**config.mk**
```make
export PLATFORM = sky130hd
export DESIGN_NAME = videomem_line_fetch_flat
export DESIGN_NICKNAME = d
export VERILOG_FILES = /design/src/rtl/videomem_line_fetch_if.sv /design/src/rtl/videomem_line_fetch.sv /design/src/flat_wrapper.sv
export SDC_FILE = /design/constraint.sdc
export NUM_CORES = 2
export LEC_CHECK = 0
export ABC_CLOCK_PERIOD_IN_PS = 4400
export CAP_MARGIN = 40
export CORE_MARGIN = 2
export CORE_UTILIZATION = 45
export DETAILED_ROUTE_END_ITERATION = 6
export PLACE_DENSITY = 0.71
export SETUP_SLACK_MARGIN = 0.4
export SYNTH_ARGS = -nofsm -noshare
export SYNTH_HDL_FRONTEND = slang
export SYNTH_SLANG_ARGS = --single-unit
```
**constraint.sdc**
```tcl
create_clock -name mem_clock -period 4.4 [get_ports mem_clock]
set_clock_uncertainty 0.15 [all_clocks]
set_input_delay 0.44 -clock mem_clock [delete_from_list [all_inputs] [get_ports mem_clock]]
set_output_delay 0.44 -clock mem_clock [all_outputs]
set_load 0.1 [all_outputs]
```
**src/rtl/videomem_line_fetch_if.sv**
```systemverilog
// SDRAM read-port bundle between the line fetcher (master) and the SDRAM controller (slave).
`timescale 1ns/1ps
interface videomem_line_fetch_if;
  logic        rd_request;
  logic [24:0] rd_addr;
  logic        mem_req_ack;
  logic        rd_data_valid;
  logic [31:0] rd_data;

  modport master (
    output rd_request, rd_addr,
    input  mem_req_ack, rd_data_valid, rd_data
  );

  modport slave (
    input  rd_request, rd_addr,
    output mem_req_ack, rd_data_valid, rd_data
  );
endinterface

```
**src/rtl/videomem_line_fetch.sv**
```systemverilog
// Display line fetcher: issues 4-word SDRAM read bursts for one line and
// buffers the returned words in a first-word-fall-through pixel FIFO.
`timescale 1ns/1ps
module videomem_line_fetch #(
  parameter int unsigned NUM_HORZ_RD_REQ = 24,
  parameter int unsigned FIFO_AW         = 7
) (
  input  logic                 mem_clock,
  input  logic                 reset,
  input  logic                 init_complete,
  input  logic                 line_start,
  input  logic [12:0]          line_num,
  videomem_line_fetch_if.master mem,
  output logic [31:0]          pix_data,
  output logic                 pix_valid,
  input  logic                 pix_rd,
  output logic [FIFO_AW:0]     fifo_level,
  output logic                 busy,
  output logic                 line_done,
  output logic                 underflow,
  output logic                 proto_err
);

  localparam int unsigned DEPTH = 1 << FIFO_AW;

  localparam logic [1:0] S_IDLE       = 2'd0;
  localparam logic [1:0] S_WAIT_SPACE = 2'd1;
  localparam logic [1:0] S_REQ        = 2'd2;
  localparam logic [1:0] S_DATA       = 2'd3;

  localparam logic [9:0]         LAST_REQ    = 10'(NUM_HORZ_RD_REQ - 1);
  // A burst may only be requested when all 4 of its beats are guaranteed to fit.
  localparam logic [FIFO_AW:0]   SPACE_LIMIT = (FIFO_AW + 1)'(DEPTH - 4);

  logic [1:0]         state;
  logic [12:0]        nline;
  logic [9:0]         nreq;
  logic [1:0]         beat;
  logic               rd_req;

  logic [31:0]        fifo_mem [DEPTH];
  logic [FIFO_AW-1:0] wr_ptr;
  logic [FIFO_AW-1:0] rd_ptr;
  logic [FIFO_AW:0]   count;
  logic               push;
  logic               pop;

  assign push = (state == S_DATA) && mem.rd_data_valid;
  assign pop  = pix_rd && (count != '0);

  assign mem.rd_request = rd_req;
  assign mem.rd_addr    = {nline, nreq, 2'b00};
  assign pix_valid      = (count != '0);
  assign pix_data       = pix_valid ? fifo_mem[rd_ptr] : '0;
  assign fifo_level     = count;
  assign busy           = (state != S_IDLE);

  // Fetch sequencing: line acceptance, space check, request handshake, beat counting.
  always_ff @(posedge mem_clock) begin
    if (reset) begin
      state     <= S_IDLE;
      nline     <= '0;
      nreq      <= '0;
      beat      <= '0;
      rd_req    <= 1'b0;
      line_done <= 1'b0;
      proto_err <= 1'b0;
    end else begin
      line_done <= 1'b0;
      if ((line_start && state != S_IDLE) || (mem.rd_data_valid && state != S_DATA))
        proto_err <= 1'b1;
      case (state)
        S_IDLE: begin
          if (line_start && init_complete) begin
            nline <= line_num;
            nreq  <= '0;
            state <= S_WAIT_SPACE;
          end
        end
        S_WAIT_SPACE: begin
          if (count <= SPACE_LIMIT) begin
            rd_req <= 1'b1;
            state  <= S_REQ;
          end
        end
        S_REQ: begin
          if (mem.mem_req_ack) begin
            rd_req <= 1'b0;
            beat   <= '0;
            state  <= S_DATA;
          end
        end
        S_DATA: begin
          if (mem.rd_data_valid) begin
            beat <= beat + 2'd1;
            if (beat == 2'd3) begin
              if (nreq == LAST_REQ) begin
                line_done <= 1'b1;
                state     <= S_IDLE;
              end else begin
                nreq  <= nreq + 10'd1;
                state <= S_WAIT_SPACE;
              end
            end
          end
        end
        default: state <= S_IDLE;
      endcase
    end
  end

  // FIFO pointers, occupancy and the sticky underflow flag.
  always_ff @(posedge mem_clock) begin
    if (reset) begin
      wr_ptr    <= '0;
      rd_ptr    <= '0;
      count     <= '0;
      underflow <= 1'b0;
    end else begin
      if (push) wr_ptr <= wr_ptr + 1'b1;
      if (pop)  rd_ptr <= rd_ptr + 1'b1;
      if (pix_rd && count == '0) underflow <= 1'b1;
      case ({push, pop})
        2'b10:   count <= count + 1'b1;
        2'b01:   count <= count - 1'b1;
        default: count <= count;
      endcase
    end
  end

  // FIFO storage write port; contents need no reset since pointers gate visibility.
  always_ff @(posedge mem_clock) begin
    if (push) fifo_mem[wr_ptr] <= mem.rd_data;
  end

endmodule

```
**src/flat_wrapper.sv**
```systemverilog
// flat-port wrapper written by rule: the top's interface ports become plain ports
module videomem_line_fetch_flat 
#(
  parameter int unsigned NUM_HORZ_RD_REQ = 24,
  parameter int unsigned FIFO_AW         = 7
)
  (mem_clock, reset, init_complete, line_start, line_num, pix_data, pix_valid, pix_rd, fifo_level, busy, line_done, underflow, proto_err, mem_rd_request, mem_rd_addr, mem_mem_req_ack, mem_rd_data_valid, mem_rd_data);
  videomem_line_fetch_if mem_i ();
  input  logic mem_clock;
  input  logic reset;
  input  logic init_complete;
  input  logic line_start;
  input  logic [12:0] line_num;
  output logic [31:0] pix_data;
  output logic pix_valid;
  input  logic pix_rd;
  output logic [FIFO_AW:0] fifo_level;
  output logic busy;
  output logic line_done;
  output logic underflow;
  output logic proto_err;
  output wire logic [$bits(mem_i.rd_request)-1:0] mem_rd_request;
  output wire logic [$bits(mem_i.rd_addr)-1:0] mem_rd_addr;
  input wire logic [$bits(mem_i.mem_req_ack)-1:0] mem_mem_req_ack;
  input wire logic [$bits(mem_i.rd_data_valid)-1:0] mem_rd_data_valid;
  input wire logic [$bits(mem_i.rd_data)-1:0] mem_rd_data;
  assign mem_rd_request = mem_i.rd_request;
  assign mem_rd_addr = mem_i.rd_addr;
  assign mem_i.mem_req_ack = mem_mem_req_ack;
  assign mem_i.rd_data_valid = mem_rd_data_valid;
  assign mem_i.rd_data = mem_rd_data;
  videomem_line_fetch #(.NUM_HORZ_RD_REQ(NUM_HORZ_RD_REQ), .FIFO_AW(FIFO_AW)) u_core (.mem_clock(mem_clock), .reset(reset), .init_complete(init_complete), .line_start(line_start), .line_num(line_num), .mem(mem_i), .pix_data(pix_data), .pix_valid(pix_valid), .pix_rd(pix_rd), .fifo_level(fifo_level), .busy(busy), .line_done(line_done), .underflow(underflow), .proto_err(proto_err));
endmodule
```
==> metrics.yaml <==
floorplanning:
  ioPinCount: 123
  initial_core_util_pct: 45.2
  fp.dieW_microns: 599
  design.core.area_sq_um: 353000
  fp-row-count: 218
  die_h_microns: 599
  dieArea_sq_um: 359000
detailed_routing:
  wire_per_inst_microns: 33.1
  routed_wl_mm: 462
  route.detailed.vias_per_inst: 6.30
  drt_first_iter_violations: 14900
  drc_violation_count_after_routing: 0
  drtPass1Iterations: 6
  route.antenna.remaining_nets: 0
  num_vias: 88000
power_and_ir_drop:
  swShare_pct: 23.5
  switching_power_w: 0.0210
  clkPwrFrac_pct: 38.6
  p_seq_share_pct: 48.8
  power_report.internal_total_w: 0.0683
  cellLeakagePower_nw: 57.7
  peakVddDrop_v: 0.000462
  power_frac_comb_pct: 12.6
  powerDensity_nw_per_um2: 467
run_status:
  failed_checks: "negative setup slack"
  outcome: "finished with violations"
placement:
  port_buffers: 120
  placed_cell_area_sq_um: 173000
  place.detailed.hpwl_mm: 257
  placed_cells: 13000
  place.gp.congestion: 0.897
critical_path:
  cp-end-kind: "output port"
  cp_slowest_cell: "nand4_1"
  path_class: "reg2out"
  crit_chain: "buf_12 > buf_16 > buf_16 > buf_16 > buf_16 > mux4_2 > a22oi_2 > nand4_1 > nor3_2 > a21oi_2 > buf_12"
  setup.worst_path.start_class: "flip-flop"
  crit_top_cell: "buf_16"
  worst-endpoint-required_ns: 3.81
  cp_arrival_ns: 4.06
  critPathMaxStageDelay_ns: 0.46
  worst-path-max-fanout: 9
clocking:
  clock-root-buffer: "clkbuf_16"
  cts.reportedPaths.clkPinSlew_ns: 0.06
  cts.htree.levels: 5
  clock_latency_ns: 0.92
  cts-root-to-sink-buffers: 4
  cts_tree: "built"
  cts_inserted_buffers: 392
  count_of_clock_tree_sinks: 4156
min_path:
  hold_removal_path_class: "in2reg"
synth:
  synth-adder-area-share_pct: 0.0785
  synth_seq_cells: 4156
  synth.cell_area_sq_um: 159000
  synth_area_in_compound_gates_pct: 3.87
  synth-warning-count: 0
  syn-instance-count: 8067
  synthXorXnorAreaFrac_pct: 0.121
  synth-edff-count: 4096
  synth_seq_area_share_pct: 77.9
  synth_cell_type_count: 58
  main_combinational_cell_family_by_area_after_synthesis: "multiplexers"
  synthSimpleGateAreaFrac_pct: 3.32
  ys_dominant_reg_cell: "edfxtp_1"
  synth_async_sr_flop_share_pct: 0
  synth_area_per_cell_sq_um: 19.8
  multiplexer_share_of_the_synthesized_area_pct: 13.3
global_route:
  grt_pass1_vias: 85400
  grt_first_pass_wirelength_mm: 638
  grt_antenna_before_repair: 20
  grt_start_max_net_pins: 79
  grt_overflow_total: 0
  track_usage_pct: 25.0
sta:
  final.setup.worst_slack_ns: -0.251
  worst_pin_slew_ns: 0.987
  report.final.setup_viol: 32
  finalWorstPathRequiredPeriod_ns: 4.65
  report.final.slew_viol_count: 0
  fmax_ghz: 0.215
  worst_slew_margin_rel_pct: 34.0
  grt_setup_unrepaired: "true"
  hold_violations: 0
  final.period_utilization_pct: 106
finish:
  layout-drive-gt1-share_pct: 25.9
  postLayoutCoreUtil_pct: 54.2
  fin_area_sq_um: 191000
  finalNonFillerCells: 14000
  area_growth_pct: 19.9
  fill_cells: 25700
  area_used_by_multi_input_combinational_logic_sq_um: 35700
  area.sequential_sq_um: 124000
  layout.nets: 8980
flow_run:
  maxCapViolCount: 0
-- final cells by class --
class	instances	area share [%]
sequential	4156	65.0
inverter	15	0.0314
multi-input combinational	3394	18.7
clock buffer	472	5.38
antenna	13	0.0170
tap	4730	3.10
clock inverter	230	1.40
timing repair buffer	959	6.41
-- cell families (layout without fill, tap and decap cells) --
| logic type | Yosys count | count (layout) |
|---|---|---|
| adders and majority gates | 10 | 10 |
| muxes | 1478 | 1478 |
| buffers and inverters | 519 | 1676 |
| xor gates and xnor gates | 22 | 22 |
| DFF | 4156 | 4156 |
| and+or+nand+nor | 1047 | 1048 |
| other | 1 | 15 |
| AOI/OAI and AO/OA | 834 | 834 |
-- metal layers --
metal / vias up / track usage (%) / share of wire [%]
li1: 35100 / - / -
met1: 45400 / 34.6 / 36
met2: 6546 / 37.6 / 45
met3: 911 / 6.41 / 13
met4: 10 / 11.1 / 4.8
met5: - / 0 / 0.014
-- power by group through the flow --
stage                     Sequential [W]  Clock (W)  Combinational, W
final                             0.0436     0.0345            0.0113
after global routing              0.0436     0.0361            0.0116
after CTS                         0.0436     0.0346            0.0108
after detailed placement          0.0445          0           0.00952
after global placement            0.0445          0           0.00920
after floorplan                   0.0446          0           0.00520
-- path summary, 6_finish.rpt --
path | start | endpoint | slack [ns] | depth (start not counted)
setup / recovery | flip-flop | pix_data[11] | -0.25 | 11
hold / removal | mem_rd_data[15] | u_core.fifo_mem[114][15] | 0.05 | 1
setup reg to reg | u_core.fifo_level[3] | u_core.fifo_level[6] | 0.75 | 13
hold reg to reg | u_core.nline[4] | u_core.nline[4] | 0.33 | 2
-- Yosys cell counts, drive strengths merged (14+ instances only) --
cell	n	area (sq um)
clkbuf	249	935
nand4	136	851
edfxtp	4096	123000
a211oi	64	480
nand2	124	465
nand3	402	2010
a21oi	95	479
buf	255	1270
mux2i	965	9660
a2111oi	62	543
a22o	62	543
inv	15	56.3
o21ai	14	70.1
dfxtp	60	1200
a22oi	516	3870
and2	15	93.8
nor2b	77	482
nor3	41	205
mux4	512	11500
nor4	36	231
nor2	174	653
-- critical path, delay by kind of cell (launching register included) --
family                 cells  cell delay (ns)
buffers and inverters      6             1.16
flip-flops                 1             0.36
AND/OR/NAND/NOR            2             0.73
multiplexers               1             0.33
AO/OA/AOI/OAI              2             0.52
-- repair_timing --
| item | 4_1_cts | 5_1_grt |
|---|---|---|
| pin swaps | 63 | 67 |
| hold buffers | 42 | 0 |
| gates resized for setup | 335 | 190 |
| buffers inserted | 78 | 63 |
| endpoints found under the hold margin | 734 | 0 |
| cloned | 38 | 11 |
| endpoints found under the setup margin | 32 | 35 |
-- placed cells by master, fill, tap and decap left out, types with 15 or more instances in the layout --
master | synthesis | final
edfxtp_1 | 4096 | 4096
mux2i_1 | 965 | 951
mux4_2 | 512 | 512
buf_4 | 7 | 490
a22oi_1 | 516 | 450
clkbuf_16 | 0 | 412
nand3_1 | 402 | 340
buf_12 | 0 | 157
nand4_1 | 136 | 136
nor2_4 | 0 | 130
nand2_1 | 124 | 105
clkinv_2 | 0 | 81
buf_16 | 0 | 80
clkbuf_1 | 249 | 72
a21oi_1 | 94 | 69
nor2b_1 | 77 | 68
a22oi_2 | 0 | 66
a211oi_1 | 64 | 64
a22o_1 | 62 | 62
nand3_2 | 0 | 61
clkinv_1 | 0 | 61
bufinv_16 | 0 | 57
clkdlybuf4s50_1 | 0 | 54
buf_6 | 3 | 52
dfxtp_1 | 60 | 47
buf_8 | 0 | 47
nor2_1 | 174 | 43
dlygate4sd3_1 | 0 | 42
a2111oi_1 | 0 | 21
nor3_2 | 0 | 20
a2111oi_0 | 62 | 20
bufbuf_16 | 0 | 20
a2111oi_2 | 0 | 18
a21oi_2 | 1 | 18
nor4_2 | 1 | 17
nand2_2 | 0 | 17
nor3_1 | 41 | 15
-- stage by stage --
step                      power (W)  setup TNS (ns)  worst slack (ns)  hold WS (ns)
after floorplan              0.0498               0             0.421         0.331
after global placement       0.0537          -0.789            -0.464         0.292
after detailed placement     0.0540          -0.120           -0.0707         0.302
after CTS                    0.0890           -3.74            -0.201        0.0264
after global routing         0.0913           -4.07            -0.196        0.0531
final                        0.0893           -3.58            -0.251        0.0482
-- sequential cells by signal (all words and copies together), names as in the netlist, named ones only --
register               flops
u_core.underflow           1
u_core.nreq               10
u_core.mem.rd_request      1
u_core.nline              13
u_core.fifo_level          8
u_core.fifo_mem         4096
u_core.rd_ptr              7
u_core.proto_err           1
u_core.wr_ptr              7
u_core.beat                2
u_core.line_done           1
u_core.state               2
(Power assumes the default switching activity.)
